<file path="config.mk">
export PLATFORM = sky130hd
export DESIGN_NAME = gcd_sched
export DESIGN_NICKNAME = d
export VERILOG_FILES = /design/src/rtl/gcd_sched.sv
export SDC_FILE = /design/constraint.sdc
export NUM_CORES = 1
export LEC_CHECK = 0
export BUFFER_PORTS_ARGS = -buffer_cell sky130_fd_sc_hd__buf_4
export CAP_MARGIN = 20
export CORE_ASPECT_RATIO = 0.6
export CORE_MARGIN = 3
export CORE_UTILIZATION = 40
export CTS_BUF_LIST = sky130_fd_sc_hd__clkbuf_8
export DETAILED_ROUTE_END_ITERATION = 6
export PLACE_DENSITY = 0.72
export SLEW_MARGIN = 20
export SYNTH_ARGS = -nofsm -noshare
export SYNTH_HDL_FRONTEND = slang
export SYNTH_SLANG_ARGS = --single-unit
</file>
<file path="constraint.sdc">
create_clock -name clk -period 3.2 [get_ports clk]
set_input_delay 0.48 -clock clk [delete_from_list [all_inputs] [get_ports clk]]
set_output_delay 0.48 -clock clk [all_outputs]
set_load 0.01 [all_outputs]
</file>
<file path="src/rtl/gcd_sched.sv">
// gcd_sched: round-robin front end that shares one start/done GCD engine
// among NUM_REQ requesters. It takes one operand pair at a time. A pair that
// contains a zero is answered directly and never reaches the engine, because
// a subtractive engine never finishes on a zero operand. Results return on a
// single tagged response channel. A watchdog aborts an engine that stalls.
//
// Ports:
//   clk, rst              clock, synchronous active-high reset
//   req_valid/req_ready   per-requester handshake (ready is one-hot, IDLE only)
//   req_a/req_b           flattened operands, requester i at [i*NUM_WIDTH +: NUM_WIDTH]
//   rsp_valid/rsp_ready   response handshake (held until accepted)
//   rsp_id/rsp_data/rsp_err  response tag, GCD result, watchdog timeout flag
//   eng_start/eng_abort   one-cycle pulses to the engine
//   eng_a/eng_b           engine operands, stable from start to done/abort
//   eng_done/eng_result   engine completion pulse and result
module gcd_sched #(
   parameter int NUM_WIDTH  = 16,
   parameter int NUM_REQ    = 4,
   parameter int MAX_CYCLES = 1024
) (
   input  logic                           clk,
   input  logic                           rst,
   input  logic [NUM_REQ-1:0]             req_valid,
   output logic [NUM_REQ-1:0]             req_ready,
   input  logic [NUM_REQ*NUM_WIDTH-1:0]   req_a,
   input  logic [NUM_REQ*NUM_WIDTH-1:0]   req_b,
   output logic                           rsp_valid,
   input  logic                           rsp_ready,
   output logic [$clog2(NUM_REQ)-1:0]     rsp_id,
   output logic [NUM_WIDTH-1:0]           rsp_data,
   output logic                           rsp_err,
   output logic                           eng_start,
   output logic                           eng_abort,
   output logic [NUM_WIDTH-1:0]           eng_a,
   output logic [NUM_WIDTH-1:0]           eng_b,
   input  logic                           eng_done,
   input  logic [NUM_WIDTH-1:0]           eng_result
);

   localparam int ID_W  = $clog2(NUM_REQ);
   localparam int CNT_W = $clog2(MAX_CYCLES);
   localparam logic [CNT_W-1:0] LIMIT = CNT_W'(MAX_CYCLES - 1);

   typedef enum logic [1:0] {IDLE, ISSUE, WAIT, RESP} state_t;

   state_t                state, state_nxt;
   logic [ID_W-1:0]       rr_ptr;
   logic [CNT_W-1:0]      cnt;
   logic                  win_found;
   logic [ID_W-1:0]       win_id;
   logic [NUM_WIDTH-1:0]  win_a, win_b;
   logic                  win_zero;

   // Round-robin pick: first valid requester after the last winner, wrapping.
   always_comb begin
      win_found = 1'b0;
      win_id    = '0;
      for (int i = 0; i < NUM_REQ; i++) begin
         automatic int idx = (int'(rr_ptr) + 1 + i) % NUM_REQ;
         if (!win_found && req_valid[idx]) begin
            win_found = 1'b1;
            win_id    = ID_W'(idx);
         end
      end
   end

   assign win_a    = req_a[int'(win_id)*NUM_WIDTH +: NUM_WIDTH];
   assign win_b    = req_b[int'(win_id)*NUM_WIDTH +: NUM_WIDTH];
   assign win_zero = (win_a == '0) || (win_b == '0);

   always_comb begin
      req_ready = '0;
      if (state == IDLE && win_found)
         req_ready[win_id] = 1'b1;
   end

   always_comb begin
      state_nxt = state;
      eng_start = 1'b0;
      eng_abort = 1'b0;
      rsp_valid = 1'b0;
      case (state)
         IDLE: begin
            if (win_found)
               state_nxt = win_zero ? RESP : ISSUE;
         end
         ISSUE: begin
            eng_start = 1'b1;
            state_nxt = WAIT;
         end
         WAIT: begin
            // A completion in the limit cycle beats the watchdog.
            if (eng_done)
               state_nxt = RESP;
            else if (cnt == LIMIT) begin
               eng_abort = 1'b1;
               state_nxt = RESP;
            end
         end
         RESP: begin
            rsp_valid = 1'b1;
            if (rsp_ready)
               state_nxt = IDLE;
         end
         default: state_nxt = IDLE;
      endcase
   end

   always_ff @(posedge clk) begin
      if (rst) begin
         state    <= IDLE;
         rr_ptr   <= ID_W'(NUM_REQ - 1);
         cnt      <= '0;
         eng_a    <= '0;
         eng_b    <= '0;
         rsp_id   <= '0;
         rsp_data <= '0;
         rsp_err  <= 1'b0;
      end else begin
         state <= state_nxt;
         case (state)
            IDLE: begin
               if (win_found) begin
                  rr_ptr <= win_id;
                  rsp_id <= win_id;
                  if (win_zero) begin
                     // gcd(x,0)=x and gcd(0,0)=0, so the OR is the answer.
                     rsp_data <= win_a | win_b;
                     rsp_err  <= 1'b0;
                  end else begin
                     eng_a <= win_a;
                     eng_b <= win_b;
                  end
               end
            end
            ISSUE: cnt <= '0;
            WAIT: begin
               cnt <= cnt + 1'b1;
               if (eng_done) begin
                  rsp_data <= eng_result;
                  rsp_err  <= 1'b0;
               end else if (cnt == LIMIT) begin
                  rsp_data <= '0;
                  rsp_err  <= 1'b1;
               end
            end
            default: ;
         endcase
      end
   end

endmodule

</file>
Yosys cells after proc, flatten, opt, wreduce, memory -nomap -nowiden

Index checks and enable logic that the tools add are counted.
W data, S select, Z words.

Shift-type cells: 2
$add $sub $neg: 5
Magnitude comparators: 6
Multiplexer cells: 45
Bitwise gates (word level): 6
Eq/ne operators: 8
Reduce and logical (&&, ||, !) cells: 22

Operators by type and width:

| operator                | count |
|---|---|
| $shiftx A64 B7 Y16      | 2 |
| $mux W16                | 4 |
| $logic_not A16 Y1       | 2 |
| $pmux W16 S2            | 1 |
| $mux W1                 | 22 |
| $pmux W10 S2            | 1 |
| $mux W2                 | 9 |
| $lt A3 B4 Y1 const B    | 4 |
| $or A16 B16 Y16         | 1 |
| $add A10 B1 Y10 const B | 1 |
| $eq A10 B10 Y1 const B  | 1 |
| $bmux W1 S2             | 4 |
| $pmux W2 S4             | 1 |
| $reduce_or A2 Y1        | 4 |
| $ne A2 B2 Y1 const B    | 3 |
| $reduce_and A3 Y1       | 2 |
| $logic_and A1 B1 Y1     | 5 |
| $add A2 B1 Y2 const B   | 2 |
| $add A2 B2 Y2 const B   | 2 |
| $and A1 B1 Y1 const A   | 4 |
| $eq A2 B2 Y1 const B    | 2 |
| $mux W4                 | 1 |
| $reduce_and A4 Y1       | 1 |
| $reduce_bool A2 Y1      | 2 |
| 11 further kinds        | 13 |

Register bits after elaboration: 65

Logic depth before layout (Yosys ltp)

Word-level depth: 22
Gate-level depth with buffers: 12
Depth with buffers taken out: 8

Worst setup path after synthesis

Ideal clock, no wire load.

Kind: input -> register
Start point: in req_valid[1]
End point: reg rsp_data[0]
Arrival: 2.528 ns
Path buffers: 4
Path slack: 0.600 ns
Cell stages on the path: 11
Data required time: 3.128 ns
Path through: or3b_1 > o221a_2 > buf_6 > buf_2 > mux2i_1 > mux2i_1 > a21oi_2 > o31ai_1 > buf_2 > buf_4 > mux2i_1

Longest elaborated chain between the ends: 18

Ends and longest elaborated chain:

| element                                                                   | RTL line | RTL |
|---|---|---|
| start: declaration                                                        | 23       | `input logic [NUM_REQ-1:0] req_valid,` |
| $bmux W1 S2                                                               | 60       | `if (!win_found && req_valid[idx]) begin` |
| $mux W1 (not written as such) (2 in series)                               | 60       |  |
| $mux W1                                                                   | 60       |  |
| $logic_not A1 Y1                                                          | 60       |  |
| $logic_and A1 B1 Y1                                                       | 60       |  |
| $mux W1                                                                   | 60       |  |
| $logic_not A1 Y1                                                          | 60       |  |
| $logic_and A1 B1 Y1                                                       | 60       |  |
| $mux W1                                                                   | 60       |  |
| $logic_not A1 Y1                                                          | 60       |  |
| $logic_and A1 B1 Y1                                                       | 60       |  |
| $mux W2                                                                   | 60       |  |
| $shiftx A64 B7 Y16, on equally long branches                              | 67, 68   |  |
| $logic_not A16 Y1 / $or A16 B16 Y16 (equally long branches)               | 69, 128  |  |
| $logic_or A1 B1 Y1 / $mux W16 (equally long branches)                     | 69, 126  |  |
| $ne A2 B2 Y1 (no source line) / $mux W16 (equally long branches)          | --       |  |
| $reduce_and A4 Y1 (no source line) / $pmux W16 S2 (equally long branches) | --       |  |
| end signal: assignment                                                    | 128      | `rsp_data <= win_a \| win_b;` |
| end signal: assignment                                                    | 140      | `rsp_data <= eng_result;` |
| end: declaration                                                          | 30       | `output logic [NUM_WIDTH-1:0] rsp_data,` |

Parallel ways exist; a longest one is shown, timed or not. The select of a mux whose other input is x is not followed.
A chain may end at the register's enable or synchronous reset.

Worst setup path in the final report

Start point: reg rr_ptr[0]
End point: reg rsp_data[0]

Longest elaborated chain between the ends: 19

Ends and longest elaborated chain:

| element                                                                | RTL line | RTL |
|---|---|---|
| start: declaration                                                     | 47       | `logic [ID_W-1:0] rr_ptr;` |
| start signal: assignment                                               | 112      | `rr_ptr <= ID_W'(NUM_REQ - 1);` |
| start signal: assignment                                               | 124      | `rr_ptr <= win_id;` |
| $add A2 B1 Y2 (*)                                                      | 59       | `automatic int idx = (int'(rr_ptr) + 1 + i) % NUM_REQ;` |
| parallel branches: the longest is 18 deep, another holds $add A2 B1 Y2 | --       |  |

Mark *: on every way between the ends. The select of a mux whose other input is x is not followed.

==> summary.md <==
| Metric | Value |
|---|---|
| Power Dens Cells | `733 nW/um2` |
| Ys async rst share | `0` |
| Setup_tns | `0 ns` |
| Levels on crit path | `10` |
| Status | `finished, final reports clean` |
| Distinct cells, synth | `42` |
| Post-CTS Hold Fix Bufs | `0` |
| Post-Synth XOR/XNOR Area | `0.0171` |
| Multiplexer share of the synthesized area | `0.271` |
| Mapped Area | `4600 um2` |
| Gr usage total | `0.279` |
| Seq/Total Area, Yosys | `0.283` |
| Synth Instances | `539` |
| Layout cells sized above 1 | `0.351` |
| DIE HEIGHT | `89.0 um` |
| Post-Synth Adder-Cell Area | `0.0163` |
| Placed Cells | `853` |
| Row cnt | `29` |
| Post-route clock period utilization | `0.931` |
| Finished Layout Cells | `872` |
| Cts bufs inserted | `9` |
| R2R cell count | `10` |
| Clock Skews | `0.0159 ns` |
| Busiest grt layer | `met2` |
| Reg2reg start | `rr_ptr[0]` |
| Starting density of the core | `0.422` |
| Crit-path cells | `and2b_4, o21ai_1, o211a_2, mux2i_1, nor4_4, buf_4, buf_4, o31ai_4, buf_12, mux2i_1` |
| Met2 Usage GRT | `0.434` |
| Initial antenna violation count | `0` |
| Crit path capture type | `register` |
| Global-route wire length before repair | `27200 um` |
| Max frequency | `336 MHz` |
| Main combinational cell family by area after synthesis | `multiplexers` |
| Post-synth top flop | `dfxtp_1` |
| Slew @ Worst Pin | `0.662 ns` |
| Die width | `144 um` |
| # clock sinks | `65` |
| Setup crit end | `rsp_data[0]` |
| Routed length per instance | `21.4 um` |
| LEAKAGE | `3.14 nW` |
| CTS tree | `yes` |
| DP HPWL | `15200 um` |
| Mapped Nets | `697` |
| CP required | `3.49 ns` |
| Critical path launch point | `rr_ptr[0]` |
| Clock transition at path regs | `0.09 ns` |
| Slew margin rel. | `0.546` |
| IO Port Bufs | `209` |
| Buf/Inv on CP | `3` |
| Fin. max-slew vios | `0` |
| Synth-to-Final Area Change | `41.7%` |
| Final WL | `18700 um` |
| Worst EP arrival | `3.26 ns` |
| Vias per cell | `5.95` |
| H-tree Lvls | `3` |
| Crit start category | `register` |
| Number of enable flip-flop cells after synthesis | `0` |
| Final setup fails | `0` |
| Max Cap Violations | `0` |
| ANT nets after route | `0` |
| GPL Wtd Cong | `0.897` |
| Clk Latency, worst-skew pair | `0.36 ns` |
| Largest net degree at the start of global routing | `74` |
| Reg-to-reg endpoint | `rsp_data[0]` |
| M1 GR Usage | `0.374` |
| Ant diodes | `0` |
| Synth Area in Compound Gates | `0.163` |
| Maximum VDD drop | `0.342 mV` |
| CTS Root Buffer Type | `clkbuf_8` |
| Min Tclk post-route | `2.98 ns` |
| Initial detailed-routing violation count | `443` |
| Pre-Repair DR Iteration Count | `5` |
| M3 GR Usage | `0.0914` |
| RSZ-0062 raised after global routing | `false` |
| Yosys reg bits | `65` |
| DRC Markers | `0` |
| Core box area | `10900 um2` |
| # nets final | `886` |
| GRT overflow | `0` |
| Critical Path Slowest Stage Cell | `mux2i_1` |
| Cell family with most CP delay | `multiplexers` |
| FF-to-FF setup slack | `0.22 ns` |
| Max Root-Sink Buffers | `2` |
| Ys Warns | `0` |
| Simple-gate share of the synthesized area | `0.198` |
| Critical Path Max Stage Delay | `0.63 ns` |
| Vias in the first global route | `4986` |
| Final Hold Fails | `0` |
| Vias | `5185` |
| Syn_area_per_cell | `8.53 um2` |
| Total Die Area | `12900 um2` |
| Worst Hold Class | `reg2reg` |
| I/O pins | `210` |
| Kind of critical path | `reg2reg` |
| CP Max Fanout | `17` |
[area by class of cell]
class                      instances  area (um2)
sequential                        65        1300
fill                             992        4370
timing repair buffer             230        1740
tap                              139         174
clock inverter                     7        76.3
multi-input combinational        417        3080
inverter                           5        18.8
clock buffer                       9         124
[cells in the mapped netlist (all sizes together) (9+ instances only)]
cell type / n / share of area
a21o: 18 / 0.029
a21oi: 38 / 0.042
buf: 19 / 0.021
clkbuf: 33 / 0.027
dfxtp: 65 / 0.28
mux2i: 122 / 0.27
nand2b: 18 / 0.024
nand3: 29 / 0.032
nand4: 34 / 0.046
nor2: 28 / 0.023
nor3: 9 / 0.0098
nor4: 20 / 0.030
o21ai: 19 / 0.021
o31ai: 33 / 0.054
[metal layers]
layer | part of all wire | wire length, um | vias up
li1 | - | - | 2413
met1 | 0.42 | 7920 | 2450
met2 | 0.45 | 8320 | 292
met3 | 0.11 | 2140 | 30
met4 | 0.016 | 296 | 0
met5 | 0 | 0 | -
[sequential cells by signal (all words and copies together) (netlist names)]
| name | count |
|---|---|
| eng_a | 16 |
| eng_b | 16 |
| rsp_data | 16 |
| cnt | 10 |
| rr_ptr | 2 |
| rsp_id | 2 |
| state | 2 |
| rsp_err | 1 |
[per-stage QoR]
step | area [um2] | hold WS [ns] | utilization | worst slack, ns | power [W]
after floorplan | 4600 | 0.465 | - | 0.600 | 0.00292
after global placement | 6290 | 0.456 | 0.578 | 0.119 | 0.00394
after detailed placement | 6290 | 0.470 | 0.578 | -0.0306 | 0.00401
after CTS | 6490 | 0.481 | 0.596 | 0.233 | 0.00474
after global routing | 6520 | 0.499 | 0.599 | 0.134 | 0.00503
final | 6520 | 0.477 | 0.599 | 0.222 | 0.00477
[repair_timing]
item	CTS	global route
setup endpoints to repair	0	17
resized for setup	0	0
hold endpoints to repair	0	0
buffers inserted	0	3
[where the power goes]
part / switching, W / internal, W / total, W
sequential: 0.000172 / 0.00104 / 0.00122
combinational: 0.00160 / 0.00123 / 0.00282
clock: 0.000370 / 0.000365 / 0.000735
[worst min path at each step]
stage | from | to | slack, ns | cells after the start
floorplan | state[1] | state[1] | 0.46 | 2
global placement | rsp_id[1] | rsp_id[1] | 0.46 | 2
detailed placement | eng_b[13] | eng_b[13] | 0.47 | 2
CTS | eng_b[13] | eng_b[13] | 0.48 | 2
global route | eng_b[13] | eng_b[13] | 0.50 | 2
finish | rsp_id[1] | rsp_id[1] | 0.48 | 2
[placed cells by master, fill, tap and decap left out, types with 3 or more instances in the layout]
| cell | count |
|---|---|
| nand3_1 | 29 |
| nand2_1 | 7 |
| a21o_1 | 18 |
| mux2i_1 | 122 |
| and3_1 | 3 |
| inv_1 | 5 |
| a21oi_1 | 37 |
| dfxtp_1 | 65 |
| xor2_1 | 7 |
| ha_1 | 6 |
| nor4_1 | 19 |
| buf_4 | 229 |
| nand2b_1 | 18 |
| clkbuf_8 | 9 |
| o21ai_0 | 17 |
| nor3_1 | 9 |
| o31ai_1 | 32 |
| nor2_1 | 28 |
| nand4_1 | 34 |
| or4_1 | 5 |
[worst register-to-register path, delay by kind of cell (launching register included)]
| family | cells | cell delay [ns] |
|---|---|---|
| flops | 1 | 0.40 |
| mux | 2 | 0.86 |
| buf+inv | 3 | 0.54 |
| compound gates | 3 | 0.79 |
| simple gates | 2 | 0.31 |
[logic make-up after synthesis]
family                   Yosys count
AO/OA/AOI/OAI                    116
adder cells (fa/ha/maj)            6
buffers and inverters             57
multiplexers                     124
XOR/XNOR                           9
flip-flops                        65
AND/OR/NAND/NOR                  162
(Power assumes the default switching activity.)
